$ cat src/rtl/piso_tx_pkg.sv
// Shared types and helpers for the PISO transmit scheduler.
// Holds the FSM state encoding, default sizes and the round-robin pick function.
// Optional parity framing is selected with the PISO_TX_PARITY_EN macro.
package piso_tx_pkg;

    localparam int PISO_DATA_W = 16;
    localparam int PISO_NUM_REQ = 4;

    // Widest requester vector the round-robin helper supports.
    localparam int RR_MAX = 8;

    typedef enum logic [1:0] {
        IDLE   = 2'd0,
        SHIFT  = 2'd1,
        PARITY = 2'd2
    } state_e;

    // First set bit of valid[n-1:0] searching upward from ptr+1 with wrap-around.
    // Returns 0 when nothing is valid; callers qualify with |valid.
    function automatic logic [2:0] rr_next(input logic [RR_MAX-1:0] valid,
                                           input logic [2:0]        ptr,
                                           input int                n);
        logic [2:0] win;
        logic [2:0] idx;
        logic       found;
        win   = 3'd0;
        found = 1'b0;
        for (int i = 1; i <= RR_MAX; i++) begin
            if (i <= n) begin
                idx = 3'((int'(ptr) + i) % n);
                if (!found && valid[idx]) begin
                    win   = idx;
                    found = 1'b1;
                end
            end
        end
        return win;
    endfunction

endpackage

$ cat src/rtl/piso_tx_sched_rr_arbiter.sv
// Round-robin arbiter: one-hot grant and encoded index from valid and last-winner pointer.
// Purely combinational, zero latency.
// No grant unless advance is high; the caller owns and updates the pointer.
module rr_arbiter
    import piso_tx_pkg::*;
#(
    parameter int NUM_REQ = 4,
    parameter int ID_W    = $clog2(NUM_REQ)
) (
    input  logic [NUM_REQ-1:0] valid,
    input  logic [ID_W-1:0]    pointer,
    input  logic               advance,
    output logic [NUM_REQ-1:0] grant,
    output logic [ID_W-1:0]    index
);

    logic [RR_MAX-1:0] valid_ext;
    logic [2:0]        ptr_ext;
    logic [2:0]        win;

    // Pick the next winner after the pointer and raise its grant when allowed.
    always_comb begin
        valid_ext                = '0;
        valid_ext[NUM_REQ-1:0]   = valid;
        ptr_ext                  = 3'(pointer);
        win                      = rr_next(valid_ext, ptr_ext, NUM_REQ);
        index                    = ID_W'(win);
        grant                    = '0;
        if (advance && (|valid)) begin
            grant[index] = 1'b1;
        end
    end

endmodule

$ cat src/rtl/piso_tx_sched.sv
// Round-robin scheduler feeding one LSB-first PISO shifter with framing strobes.
// Grant/load is combinational in the grant cycle; bit 0 leaves the shifter one cycle later.
// A word is consumed only on valid&ready; enable low blocks new grants, in-flight word completes.
// Optional macro PISO_TX_PARITY_EN appends a one-cycle even-parity slot after each word.
module piso_tx_sched
    import piso_tx_pkg::*;
#(
    parameter int NUM_REQ = PISO_NUM_REQ,
    parameter int DATA_W  = PISO_DATA_W,
    parameter int ID_W    = $clog2(NUM_REQ)
) (
    input  logic                      clk,
    input  logic                      rst,
    input  logic                      enable,
    input  logic [NUM_REQ-1:0]        req_valid,
    input  logic [NUM_REQ*DATA_W-1:0] req_data,
    output logic [NUM_REQ-1:0]        req_ready,
    output logic [DATA_W-1:0]         piso_din,
    output logic                      piso_din_en,
    output logic                      ser_valid,
    output logic                      ser_first,
    output logic                      ser_last,
    output logic [ID_W-1:0]           ser_id,
`ifdef PISO_TX_PARITY_EN
    output logic                      ser_par,
    output logic                      ser_par_valid,
`endif
    output logic                      busy
);

    localparam int               CNT_W    = $clog2(DATA_W);
    localparam logic [CNT_W-1:0] CNT_LAST = CNT_W'(DATA_W - 1);

    state_e           state_q, state_d;
    logic [CNT_W-1:0] cnt_q, cnt_d;
    logic [ID_W-1:0]  ptr_q, ptr_d;
    logic [ID_W-1:0]  id_q, id_d;
`ifdef PISO_TX_PARITY_EN
    logic             par_q, par_d;
`endif

    logic               grant_opp;
    logic               advance;
    logic [NUM_REQ-1:0] gnt;
    logic [ID_W-1:0]    gnt_idx;
    logic               gnt_any;

    // States in which a new word may be accepted.
    always_comb begin
`ifdef PISO_TX_PARITY_EN
        grant_opp = (state_q == IDLE) || (state_q == PARITY);
`else
        grant_opp = (state_q == IDLE) || ((state_q == SHIFT) && (cnt_q == CNT_LAST));
`endif
        advance = grant_opp && enable && !rst;
    end

    rr_arbiter #(
        .NUM_REQ (NUM_REQ),
        .ID_W    (ID_W)
    ) u_arb (
        .valid   (req_valid),
        .pointer (ptr_q),
        .advance (advance),
        .grant   (gnt),
        .index   (gnt_idx)
    );

    assign gnt_any = |gnt;

    // Route the winner's word to the shifter in the grant cycle only.
    always_comb begin
        req_ready   = gnt;
        piso_din_en = gnt_any;
        piso_din    = '0;
        if (gnt_any) begin
            piso_din = req_data[gnt_idx*DATA_W +: DATA_W];
        end
    end

    // Framing strobes follow the registered state so they line up with shifter dout.
    always_comb begin
        ser_valid = (state_q == SHIFT);
        ser_first = (state_q == SHIFT) && (cnt_q == '0);
        ser_last  = (state_q == SHIFT) && (cnt_q == CNT_LAST);
        ser_id    = id_q;
        busy      = (state_q != IDLE);
`ifdef PISO_TX_PARITY_EN
        ser_par_valid = (state_q == PARITY);
        ser_par       = (state_q == PARITY) && par_q;
`endif
    end

    // Next-state: count bits through SHIFT; a grant restarts the word from bit 0.
    always_comb begin
        state_d = state_q;
        cnt_d   = cnt_q;
        ptr_d   = ptr_q;
        id_d    = id_q;
`ifdef PISO_TX_PARITY_EN
        par_d   = par_q;
`endif
        case (state_q)
            IDLE: begin
                cnt_d = '0;
            end
            SHIFT: begin
                if (cnt_q == CNT_LAST) begin
                    cnt_d = '0;
`ifdef PISO_TX_PARITY_EN
                    state_d = PARITY;
`else
                    state_d = IDLE;
`endif
                end else begin
                    cnt_d = cnt_q + 1'b1;
                end
            end
            PARITY: begin
                state_d = IDLE;
            end
            default: begin
                state_d = IDLE;
                cnt_d   = '0;
            end
        endcase
        if (gnt_any) begin
            state_d = SHIFT;
            cnt_d   = '0;
            ptr_d   = gnt_idx;
            id_d    = gnt_idx;
`ifdef PISO_TX_PARITY_EN
            par_d   = ^piso_din;
`endif
        end
    end

    // State registers; pointer resets to the top index so requester 0 wins first.
    always_ff @(posedge clk) begin
        if (rst) begin
            state_q <= IDLE;
            cnt_q   <= '0;
            ptr_q   <= ID_W'(NUM_REQ - 1);
            id_q    <= '0;
`ifdef PISO_TX_PARITY_EN
            par_q   <= 1'b0;
`endif
        end else begin
            state_q <= state_d;
            cnt_q   <= cnt_d;
            ptr_q   <= ptr_d;
            id_q    <= id_d;
`ifdef PISO_TX_PARITY_EN
            par_q   <= par_d;
`endif
        end
    end

endmodule

$ cat config.mk
export PLATFORM = sky130hd
export DESIGN_NAME = piso_tx_sched
export DESIGN_NICKNAME = d
export VERILOG_FILES = /design/src/rtl/piso_tx_pkg.sv /design/src/rtl/piso_tx_sched_rr_arbiter.sv /design/src/rtl/piso_tx_sched.sv
export SDC_FILE = /design/constraint.sdc
export NUM_CORES = 1
export LEC_CHECK = 0
export ABC_CLOCK_PERIOD_IN_PS = 2400
export BUFFER_PORTS_ARGS = -buffer_cell sky130_fd_sc_hd__buf_2
export CORE_AREA = 2 2 58 60
export CTS_BUF_LIST = sky130_fd_sc_hd__clkbuf_2
export CTS_CLUSTER_DIAMETER = 50
export DETAILED_ROUTE_END_ITERATION = 16
export DIE_AREA = 0 0 60 62
export PLACE_DENSITY = 0.84
export SLEW_MARGIN = 20
export SYNTH_ARGS = -nofsm -noshare
export SYNTH_HDL_FRONTEND = slang
export SYNTH_SLANG_ARGS = --single-unit
$ cat constraint.sdc
create_clock -name clk -period 2.4 [get_ports clk]
set_clock_uncertainty 0.2 [all_clocks]
set_input_delay 0.24 -clock clk [delete_from_list [all_inputs] [get_ports clk]]
set_output_delay 0.24 -clock clk [all_outputs]
set_load 0.01 [all_outputs]
# Yosys cells after proc, flatten, opt, wreduce, memory -nomap -nowiden

Cells that the tools add are included.
Widths: inputs -> output; s select.

Add/sub/neg operators: 5
Magnitude comparators: 6
Eq/ne operators: 6
Shifts and indexed selects: 1
Muxes and demuxes: 24
Bitwise gates (word level): 5
Reductions and logical operators: 26

Operator list:

| operator            | number |
|---|---|
| $shiftx 64x7->16    | 1 |
| $lt 3x4->1 const B  | 4 |
| $mux 16             | 1 |
| $bmux 1 s3          | 4 |
| $mux 2              | 5 |
| $logic_and 1x1->1   | 9 |
| $mux 1              | 9 |
| $mux 4              | 2 |
| $pmux 4 s2          | 1 |
| $reduce_or 2->1     | 4 |
| $reduce_or 4->1     | 2 |
| $reduce_or 5->1     | 1 |
| $add 2x1->2 const B | 2 |
| $add 2x2->2 const B | 2 |
| $add 4x1->4 const B | 1 |
| $and 1x1->1 const A | 4 |
| $eq 4x4->1 const B  | 1 |
| $logic_not 1->1     | 4 |
| $logic_not 4->1     | 1 |
| $pmux 2 s2          | 1 |
| $reduce_and 2->1    | 2 |
| $lt 2x3->1 const B  | 1 |
| $ne 3x2->1 const B  | 1 |
| $demux 1 s2         | 1 |
| other kinds (9)     | 9 |

Bits in registers: 10
Bits of input ports: 71
Output and inout port bits: 27
Word-level logic and storage cells: 78

# Logic depth before layout (Yosys ltp)

Depth after elaboration: 23
Gate-level depth with buffers: 7
Gate-level depth less buffers: 6

# Modules after synthesis

Synthesis repeated with hierarchy kept, for this count alone.

Cells, all modules: 98
Area, all modules: 1074.8 sq um

Modules (own cells, without submodules):

| module        | instances | cells an instance | area an instance (sq um) | sequential area each (sq um) |
|---|---|---|---|---|
| piso_tx_sched | 1         | 80                | 922.1                    | 180.2 |
| rr_arbiter    | 1         | 18                | 152.6                    | 0.0 |

# Worst setup path before layout

Ideal clock, no wire load.

Path type: register to output
Start: register cnt_q[0]
End: output port piso_din[10]
Data arrival time: 1.560 ns
Required time: 1.960 ns
Path slack: 0.400 ns
Cell stages (with the launch flop): 7
Path buffers: 2
Cell sequence: dfxtp_1 -> ha_1 -> nand3_2 -> a2111o_1 -> buf_6 -> buf_6 -> a31oi_1

Word-level cells in the longest chain between the ends: 9

Ends and longest elaborated chain:

| element                         | RTL line                       | source |
|---|---|---|
| start, declared                 | piso_tx_sched.sv:35            | `logic [CNT_W-1:0] cnt_q, cnt_d;` |
| start signal, assigned          | piso_tx_sched.sv:150           | `cnt_q <= cnt_d;` |
| $eq 4x4->1                      | piso_tx_sched.sv:53            | `grant_opp = (state_q == IDLE) \|\| ((state_q == SHIFT) && (cnt_q == CNT_LAST));` |
| $logic_and 1x1->1               | piso_tx_sched.sv:53            |  |
| $logic_or 1x1->1                | piso_tx_sched.sv:53            |  |
| $logic_and 1x1->1 (2 in series) | piso_tx_sched.sv:55            | `advance = grant_opp && enable && !rst;` |
| $logic_and 1x1->1               | piso_tx_sched_rr_arbiter.sv:29 | `if (advance && (\|valid)) begin` |
| $mux 4                          | piso_tx_sched_rr_arbiter.sv:29 |  |
| $reduce_or 4->1                 | piso_tx_sched.sv:69            | `assign gnt_any = \|gnt;` |
| $mux 16                         | piso_tx_sched.sv:76            | `if (gnt_any) begin` |
| end, declared                   | piso_tx_sched.sv:18            | `output logic [DATA_W-1:0] piso_din,` |

Every way passes these cells.

# Worst setup path in the final report

Start: register cnt_q[0]
End: output port req_ready[1]

Word-level cells in the longest chain between the ends: 7

Ends and longest elaborated chain:

| element                         | RTL line                       | source |
|---|---|---|
| $eq 4x4->1                      | piso_tx_sched.sv:53            |  |
| $logic_and 1x1->1               | piso_tx_sched.sv:53            |  |
| $logic_or 1x1->1                | piso_tx_sched.sv:53            |  |
| $logic_and 1x1->1 (2 in series) | piso_tx_sched.sv:55            |  |
| $logic_and 1x1->1               | piso_tx_sched_rr_arbiter.sv:29 |  |
| $mux 4                          | piso_tx_sched_rr_arbiter.sv:29 |  |
| end, declared                   | piso_tx_sched.sv:17            | `output logic [NUM_REQ-1:0] req_ready,` |

Every way passes these cells.

==> metrics.md <==
| Metric | Value |
|---|---|
| Status | complete, no violations |
| DRC Markers | 0 |
| Internal power | 0.000358 W |
| Post-Syn Nets | 223 |
| Reg2Reg Setup Slack | 540 ps |
| P per Cell Area | 347 nW/um^2 |
| Worst setup startpoint | cnt_q[0] |
| Routed WL per cell | 13.6 um |
| Worst-Margin Slew | 358 ps |
| Crit path required time | 1960 ps |
| Most numerous cell in the Yosys netlist | nand2_1 |
| Multiplexer share of the synthesized area | 0.878% |
| Endpoints failing setup | 0 |
| Worst hold start | rst |
| Drt first pass iters | 4 |
| Post-DP HPWL | 2910 um |
| Primary FF master, synth | dfxtp_1 |
| Max Root-Sink Buffers | 2 |
| Fraction of layout cells with a size suffix above 1 | 50.8% |
| Core region area | 3180 um^2 |
| Yosys top cell area share | 15.8% |
| Die H | 62 um |
| GRT Total Usage | 19.8% |
| Crit end category | primary output |
| Area contributors post-synth | dfxtp_1 (16%), a32oi_1 (12%), o211ai_1 (11%) |
| Max cap viols | 0 |
| IO Count | 98 |
| Sink Count | 9 |
| Area Overhead vs Synth | 49.2% |
| R2R cell count | 7 |
| Adder-cell share of the synthesized area | 2.20% |
| Crit-path max FO | 19 |
| Largest family of logic cells by synthesized area | compound AO/OA/AOI/OAI gates |
| Static Leakage | 0.789 nW |
| Setup WS post-layout | 111 ps |
| Slew margin rel. | 76.1% |
| Starting Density | 35.9% |
| Hold Slack | 43.5 ps |
| First-pass GRT wire length | 5710 um |
| Commonest cells in the netlist | nand2_1 (19), a31oi_1 (16), a32oi_1 (16), o211ai_1 (16), nor2_1 (10) |
| RD Place Congestion | 0.692 |
| Yosys top cell by area | dfxtp_1 |
| Xor and xnor fraction of the mapped netlist area | 1.54% |
| FILL cells | 320 |
| Crit start category | flop |
| Seq pwr share | 29.5% |
| Via count | 1540 |
| WHS Endpoint | ser_id[1] |
| RSZ-0062 raised after global routing | false |
| Post-Syn Area | 1140 um^2 |
| Crit Path Class | flop to primary output |
| Sequential cell area | 183 um^2 |
| Fin Setup TNS | 0 ps |
| Power Total | 0.000590 W |
| Worst slack, placed | 165 ps |
| Yosys cell types | 41 |
| YS warnings | 0 |
| Worst-Skew Late Latency | 250 ps |
| Antenna Cells | 0 |
| Max rail drop VDD | 0.264 mV |
| Clock power frac | 16.3% |
| Vias in the first global route | 1339 |
| Hold crit path type | input port to flop |
| Final Hold Fails | 0 |
| Ys async rst share | 0% |
| Post-synth EDFFs | 0 |
| Cells after synthesis | 150 |
| Avg Cell Area, Syn | 7.60 um^2 |
| Final Util | 53.5% |
| Initial DRC Count | 55 |
| Synth Area in Compound Gates | 46.1% |
| Combinational Power Share | 54.2% |
| Hold path cells | 2 |
| Full die area | 3720 um^2 |
| Worst R2R End | ser_id[0] |
| Site row count | 21 |
| Reg2reg start | cnt_q[0] |
| TritonCTS clock tree | done |
| Final nets | 314 |
| Vias per cell | 5.38 |
| H-Tree Level Count | 1 |
| Area occupied by multi-input gates | 822 um^2 |
| Final WL | 3900 um |
| Largest net degree at the start of global routing | 20 |
| Register area share after synthesis | 15.8% |
| Initial antenna violation count | 0 |
| Switch Pwr | 0.000232 W |
| Worst path arrival time | 1850 ps |
| Simple-gate portion of the synthesized area | 19.5% |
| Yosys reg bits | 9 |
| Slew Viols, Final | 0 |
| Die width | 60 um |
| F_max | 437 MHz |
| Clock root buffer master | clkbuf_2 |
| Tmin final | 2290 ps |
| Final period util | 95.4% |
| Post-DRT Antenna Nets | 0 |
| GRT overflow | 0 |
| CTS clk-pin slew, worst paths | 90 ps |
| IO buf count | 97 |
| TritonCTS buffer count | 3 |
| Sw Ratio | 39.3% |
-- sequential cells by signal (all words and copies together) (netlist names) --
register,count
ser_id,2
cnt_q,4
state_q,1
ptr_q,2
-- worst max-delay path by stage --
stage / end / slack (ps)
floorplan: piso_din[10] / 400
global placement: piso_din[0] / 200
detailed placement: piso_din[3] / 160
CTS: req_ready[1] / 30
global route: req_ready[1] / 20
finish: req_ready[1] / 110
-- repair_timing --
item | in CTS | in global routing
setup endpoints to repair | 18 | 20
setup buffers | 0 | 3
hold buffers | 0 | 0
pin swaps | 0 | 4
hold endpoints to repair | 0 | 0
resized for setup | 3 | 4
-- final cells by class --
type	count	share of cell area [%]
Multi-Input combinational cell	116	48.3
Timing Repair Buffer	105	34.7
Sequential cell	9	10.7
Tap cell	46	3.38
Inverter	6	1.62
Clock buffer	4	1.18
-- worst max-delay path: stages (launching register included) --
cell	delay, ps
dfxtp_2	360
ha_2	200
nand3_2	90
a2111o_1	410
buf_8	180
inv_6	90
and3_1	140
buf_2	120
-- layout by cell type, fill, tap and decap left out, types with 2 or more instances in the layout --
master / n
a21oi_1: 3
a2bb2oi_1: 2
a31oi_1: 16
a32oi_1: 16
and2_1: 2
buf_12: 3
buf_2: 97
buf_4: 4
clkbuf_2: 4
dfxtp_1: 7
dfxtp_2: 2
inv_1: 5
nand2_1: 19
nor2_1: 10
nor3_1: 4
o211a_1: 2
o211ai_1: 16
o21ba_2: 2
-- metrics by stage --
| stage | instances | cell area [um^2] |
|---|---|---|
| floorplan | 150 | 1140 |
| CTS | 283 | 1630 |
| global placement | 279 | 1590 |
| finish | 286 | 1700 |
| detailed placement | 279 | 1590 |
| global route | 286 | 1700 |
-- logic make-up (layout without fill, tap and decap cells) --
kind of cell             count (synthesis)  in the layout
AO/OA/AOI/OAI                           66             66
multiplexers                             1              1
flip-flops                               9              9
buffers and inverters                   25            115
adder cells (fa/ha/maj)                  2              2
XOR/XNOR                                 2              2
AND/OR/NAND/NOR                         45             45
-- per-layer routing --
| metal | track usage [%] | routed length (um) | vias up |
|---|---|---|---|
| met4 | 5.40 | 34 | 0 |
| met5 | 0 | 0 | - |
| li1 | - | - | 763 |
| met3 | 2.69 | 241 | 6 |
| met2 | 39.1 | 1990 | 59 |
| met1 | 21.8 | 1640 | 712 |
-- power groups by stage --
stage / clock network (W) / registers (W) / logic, W
floorplan: 0 / 0.000169 / 0.000195
global placement: 0 / 0.000176 / 0.000277
detailed placement: 0 / 0.000176 / 0.000281
CTS: 0.0000999 / 0.000174 / 0.000291
global route: 0.000106 / 0.000177 / 0.000350
finish: 0.0000961 / 0.000174 / 0.000320
Power figures use the tool's default switching activity.
